==> config.mk <==
export PLATFORM = sky130hd
export DESIGN_NAME = zuart_download_ram
export DESIGN_NICKNAME = d
export VERILOG_FILES = /design/src/rtl/zuart_download_ram.sv
export SDC_FILE = /design/constraint.sdc
export NUM_CORES = 1
export LEC_CHECK = 0
export BUFFER_PORTS_ARGS = -buffer_cell sky130_fd_sc_hd__buf_2
export CAP_MARGIN = 25
export CORE_MARGIN = 2
export CORE_UTILIZATION = 49
export CTS_CLUSTER_SIZE = 8
export DETAILED_ROUTE_END_ITERATION = 8
export PLACE_DENSITY_LB_ADDON = 0.2
export SYNTH_ARGS = -nofsm -noshare
export SYNTH_HDL_FRONTEND = slang
export SYNTH_SLANG_ARGS = --single-unit
export TNS_END_PERCENT = 1
==> constraint.sdc <==
create_clock -name iClk -period 2.7 [get_ports iClk]
set_input_delay 0.675 -clock iClk [delete_from_list [all_inputs] [get_ports iClk]]
set_output_delay 0.675 -clock iClk [all_outputs]
set_load 0.02 [all_outputs]
==> src/rtl/zuart_download_ram.sv <==
// zuart_download_ram: parses framed UART word stream into BlockRAM writes with length/checksum validation
module zuart_download_ram #(
   parameter int WORDS_PER_FRAME  = 60,
   parameter int FRAMES_PER_BLOCK = 50,
   parameter int TIMEOUT_CYC      = 100000
) (
   input  logic        iClk,
   input  logic        iRst,
   input  logic        iEn,
   input  logic [7:0]  iRxData,
   input  logic        iRxDone,
   output logic        oBlockRAM_WrReq,
   output logic [11:0] oBlockRAM_WrAddr,
   output logic [15:0] oBlockRAM_WrData,
   input  logic        iBlockRAM_WrDone,
   output logic        oFrameDone,
   output logic        oFrameErr,
   output logic [1:0]  oErrCode,
   output logic        oBlockDone,
   output logic        oBusy
);
   localparam int TW  = $clog2(TIMEOUT_CYC + 1);
   localparam int WCW = $clog2(WORDS_PER_FRAME + 1);
   localparam int FCW = $clog2(FRAMES_PER_BLOCK + 1);
   typedef enum logic [3:0] {HUNT55, HUNTAA, LENH, LENL, DATH, DATL, WRITE, CHKH, CHKL} state_t;
   state_t          state_q;
   logic [11:0]     ptr_q, base_q;
   logic [15:0]     chk_q, chk_base_q, wr_data_q;
   logic [7:0]      hi_q;
   logic [WCW-1:0]  wcnt_q;
   logic [FCW-1:0]  frames_q;
   logic [TW-1:0]   timer_q;
   logic            wr_req_q, frame_done_q, frame_err_q, block_done_q, busy_q;
   logic [1:0]      err_q, err_c;
   logic [15:0]     rx_word;
   logic            in_frame, tmo, ovr;
   assign rx_word  = {hi_q, iRxData};
   assign in_frame = !(state_q inside {HUNT55, HUNTAA, WRITE});
   assign tmo      = in_frame && !iRxDone && timer_q == TW'(TIMEOUT_CYC - 1);
   assign ovr      = state_q == WRITE && iRxDone;
   assign err_c    = (tmo || ovr) ? 2'd3 :
                     (iRxDone && state_q == LENL && rx_word != 16'(WORDS_PER_FRAME)) ? 2'd1 :
                     (iRxDone && state_q == CHKL && rx_word != chk_q) ? 2'd2 : 2'd0;
   assign oBlockRAM_WrReq  = wr_req_q;
   assign oBlockRAM_WrAddr = ptr_q;
   assign oBlockRAM_WrData = wr_data_q;
   assign oFrameDone       = frame_done_q;
   assign oFrameErr        = frame_err_q;
   assign oErrCode         = err_q;
   assign oBlockDone       = block_done_q;
   assign oBusy            = busy_q;
   // Frame parser: any error rolls pointer and checksum back to the frame start
   always_ff @(posedge iClk) begin
      if (iRst || !iEn) begin
         state_q <= HUNT55;
         ptr_q <= '0;
         base_q <= '0;
         chk_q <= '0;
         chk_base_q <= '0;
         wr_data_q <= '0;
         hi_q <= '0;
         wcnt_q <= '0;
         frames_q <= '0;
         timer_q <= '0;
         wr_req_q <= 1'b0;
         frame_done_q <= 1'b0;
         frame_err_q <= 1'b0;
         block_done_q <= 1'b0;
         busy_q <= 1'b0;
         err_q <= '0;
      end else begin
         frame_done_q <= 1'b0;
         frame_err_q <= 1'b0;
         block_done_q <= 1'b0;
         timer_q <= (iRxDone || state_q inside {HUNT55, HUNTAA}) ? '0 : (state_q == WRITE) ? timer_q : timer_q + 1'b1;
         if (err_c != 2'd0) begin
            frame_err_q <= 1'b1;
            err_q <= err_c;
            ptr_q <= base_q;
            chk_q <= chk_base_q;
            busy_q <= 1'b0;
            wr_req_q <= 1'b0;
            state_q <= HUNT55;
         end else begin
            case (state_q)
               HUNT55: if (iRxDone && iRxData == 8'h55) state_q <= HUNTAA;
               HUNTAA: if (iRxDone) begin
                  if (iRxData == 8'hAA) begin
                     state_q <= LENH;
                     busy_q <= 1'b1;
                     base_q <= ptr_q;
                     chk_base_q <= chk_q;
                     wcnt_q <= '0;
                  end else if (iRxData != 8'h55) state_q <= HUNT55;
               end
               LENH: if (iRxDone) begin
                  hi_q <= iRxData;
                  state_q <= LENL;
               end
               LENL: if (iRxDone) state_q <= DATH;
               DATH: if (iRxDone) begin
                  hi_q <= iRxData;
                  state_q <= DATL;
               end
               DATL: if (iRxDone) begin
                  chk_q <= chk_q + rx_word;
                  wr_data_q <= rx_word;
                  wr_req_q <= 1'b1;
                  state_q <= WRITE;
               end
               WRITE: if (iBlockRAM_WrDone) begin
                  wr_req_q <= 1'b0;
                  ptr_q <= ptr_q + 1'b1;
                  wcnt_q <= wcnt_q + 1'b1;
                  state_q <= (wcnt_q == WCW'(WORDS_PER_FRAME - 1)) ? CHKH : DATH;
               end
               CHKH: if (iRxDone) begin
                  hi_q <= iRxData;
                  state_q <= CHKL;
               end
               CHKL: if (iRxDone) begin
                  frame_done_q <= 1'b1;
                  err_q <= 2'd0;
                  busy_q <= 1'b0;
                  state_q <= HUNT55;
                  if (frames_q == FCW'(FRAMES_PER_BLOCK - 1)) begin
                     block_done_q <= 1'b1;
                     frames_q <= '0;
                     ptr_q <= '0;
                     chk_q <= '0;
                  end else frames_q <= frames_q + 1'b1;
               end
               default: state_q <= HUNT55;
            endcase
         end
      end
   end
endmodule

==> metrics.txt <==
Overflow after GRT=0; synthesized instance count=779; Pwr Density=546 nW/µm²; Vias per Instance=5.82; Final Hold Viols=0; pre-CTS setup slack=-0.458 ns; I/O pin cnt=48; Post-synth EDFFs=0; initial antenna violation count=0; fraction of layout cells with a size suffix above 1=0.190; slowest stage cell on the critical path=or4b_1; Placement Rows=41; die area=13600 µm²; Slew @ Worst Pin=0.586 ns; largest net degree at the start of global routing=46; leakage power=3.02 nW; Synth async-reset ratio=0; Register Area=2400 µm²; root buf cell=clkbuf_16; outcome=completed; CP max stage delay=0.57 ns; Avg Synthesized Cell Area=7.97 µm²; number of global-route vias before repair=5971; Worst setup EP type=register; RSZ-0062 raised after global routing=no; Reg clk slew, reported paths=0.06 ns; Final period util=0.968; input/output buffers=47; CP top delay family=simple AND/OR/NAND/NOR gates; VDD IR max=434 µV; post-synth design cell area=6210 µm²; nets=905; fmax=383 MHz; worst reg2reg path startpoint=chk_q[9]; wire length per cell=16.5 µm; Cell variety after synth=65; register area share after synthesis=0.387; Max-cap violations=0; Max-slew headroom=0.606; Initial Util=0.496; Setup WS post-layout=0.0863 ns; Yosys warnings=0; Hold Path Origin=oBlockRAM_WrData[12]; WS Path Type=in -> reg; routability congestion estimate=0.933; Final HPWL DP=12300 µm; Core ar.=12500 µm²; clock buffer depth=2; Via Count=6141; clk sinks=120; number of synthesized register bits=120; htree depth=4; Critical Path Start Type=input port; Global Route Usage Sum=0.268; Die Y=117 µm; global-route wire length before repair=28500 µm; CP cell instances=buf_2 -> buf_4 -> nor4bb_4 -> buf_4 -> nand4_1 -> nor2b_2 -> or3_4 -> or4b_1 -> a32oi_1; most common cell after layout, fill and taps aside=nand2_1; ANT cells=0; cell mode on critical path=buf_4; post-route ant nets=0; most frequent cells in the layout=141 x nand2_1, 118 x dfxtp_1, 83 x a21oi_1, 70 x buf_4, 54 x nor2_1; max-slew violation count=0; skew final=0.0162 ns; Hold Path Class=reg -> reg; Worst-Skew Late Latency=0.43 ns; leading register cell type out of synthesis=dfxtp_1; critical path data arrival time=2.96 ns; post-synth net total=813; Initial DRC Count=467; placed cell area=7000 µm²; TritonCTS clock tree=built; WP data required=3.05 ns; Die Width=117 µm; DRC=0; total CTS buffers=17; final setup fails=0; Area Growth Syn to Fin=23.3%; post-route cell area=7650 µm²; Critical Path Source=iRxData[1]; # fillers=1140; worst-path maximum fanout=5; Detailed Route WL=17400 µm; combined area of the multi-input logic cells=3610 µm²; drt first pass iters=6; post-layout min period=2.61 ns; worst path bufs/invs=3
==> kinds of logic (layout without fill, tap and decap cells) <==
family	Yosys count	after routing	share of synthesized area
and+or+nand+nor	344	344	0.267
AOI/OAI and AO/OA	187	187	0.188
DFF	120	120	0.387
buffers and inverters	56	161	0.0375
xor gates and xnor gates	28	28	0.0395
muxes	23	23	0.0377
adders and majority gates	21	21	0.0435
==> registers in the layout, indices dropped and copies added, names as in the netlist <==
signal / count
timer_q: 17
chk_base_q: 16
chk_q: 16
oBlockRAM_WrData: 16
base_q: 12
oBlockRAM_WrAddr: 12
hi_q: 8
frames_q: 6
wcnt_q: 6
state_q: 4
oErrCode: 2
oBlockDone: 1
oBlockRAM_WrReq: 1
oBusy: 1
oFrameDone: 1
oFrameErr: 1
==> tightest hold or removal path: stages (launching register included) <==
cell and delay [ns]:
dfxtp_1 0.30, nand2_1 0.05, a21oi_1 0.05
==> per-layer routing <==
| layer | global-route usage | wire length [µm] | part of all wire | vias up |
|---|---|---|---|---|
| met5 | 0 | 0 | 0 | - |
| met4 | 0.129 | 567 | 0.033 | 0 |
| met3 | 0.0607 | 900 | 0.052 | 46 |
| met2 | 0.466 | 8690 | 0.50 | 202 |
| met1 | 0.312 | 7280 | 0.42 | 2909 |
| li1 | - | - | - | 2984 |
==> timing repair <==
| action | 4_1_cts | 5_1_grt |
|---|---|---|
| resized for setup | 2 | 7 |
| hold buffers | 0 | 0 |
| pin swaps | 0 | 1 |
| buffers inserted | 0 | 2 |
| endpoints found under the setup margin | 2 | 16 |
==> worst paths after layout <==
path	end	slack, ns	depth (start not counted)
hold reg to reg	oBlockRAM_WrData[12]	0.45	2
setup / recovery	chk_q[15]	0.09	9
hold / removal	oBlockRAM_WrData[12]	0.45	2
setup reg to reg	chk_q[15]	0.10	8
==> power by group <==
part	internal [W]	switching, W
combinational	0.0000470	0.0000738
sequential	0.00177	0.00000000746
clock	0.00141	0.000873
total	0.00323	0.000947
==> cell type report <==
cell class,count,area share
clock inverters,13,0.0193
clock buffers,19,0.0592
well taps,172,0.0281
multi-input cells,603,0.472
repair buffers,118,0.102
flip-flops and latches,120,0.314
inverters,11,0.00539
==> Yosys cell counts, types with 7 or more instances <==
cell type,count,share of area
nand2_1,141,0.085
dfxtp_1,120,0.39
a21oi_1,83,0.067
nor2_1,55,0.033
clkbuf_1,36,0.022
nand3_1,35,0.028
o21ai_0,24,0.019
ha_1,20,0.040
mux2i_1,20,0.032
nor3_1,19,0.015
xor2_1,15,0.021
nand4_1,14,0.014
and3_1,13,0.013
xnor2_1,13,0.018
or3_1,12,0.012
inv_1,11,0.0066
nor4_1,11,0.011
a31oi_1,9,0.0091
nand2b_1,9,0.0091
a21o_1,8,0.0097
and2_1,7,0.0071
o31ai_1,7,0.0085
==> metrics by stage <==
stage / hold slack (ns) / setup TNS [ns] / cells / power [W] / utilization
after detailed placement: 0.444 / -9.80 / 1022 / 0.00192 / 0.560
after CTS: 0.452 / 0 / 1054 / 0.00420 / 0.608
after global placement: 0.440 / -8.00 / 1022 / 0.00192 / 0.560
final: 0.450 / 0 / 1056 / 0.00418 / 0.612
after floorplan: 0.432 / 0 / 779 / 0.00186 / -
after global routing: 0.477 / 0 / 1056 / 0.00429 / 0.612
Note: power is estimated with default switching activity, not from simulation.
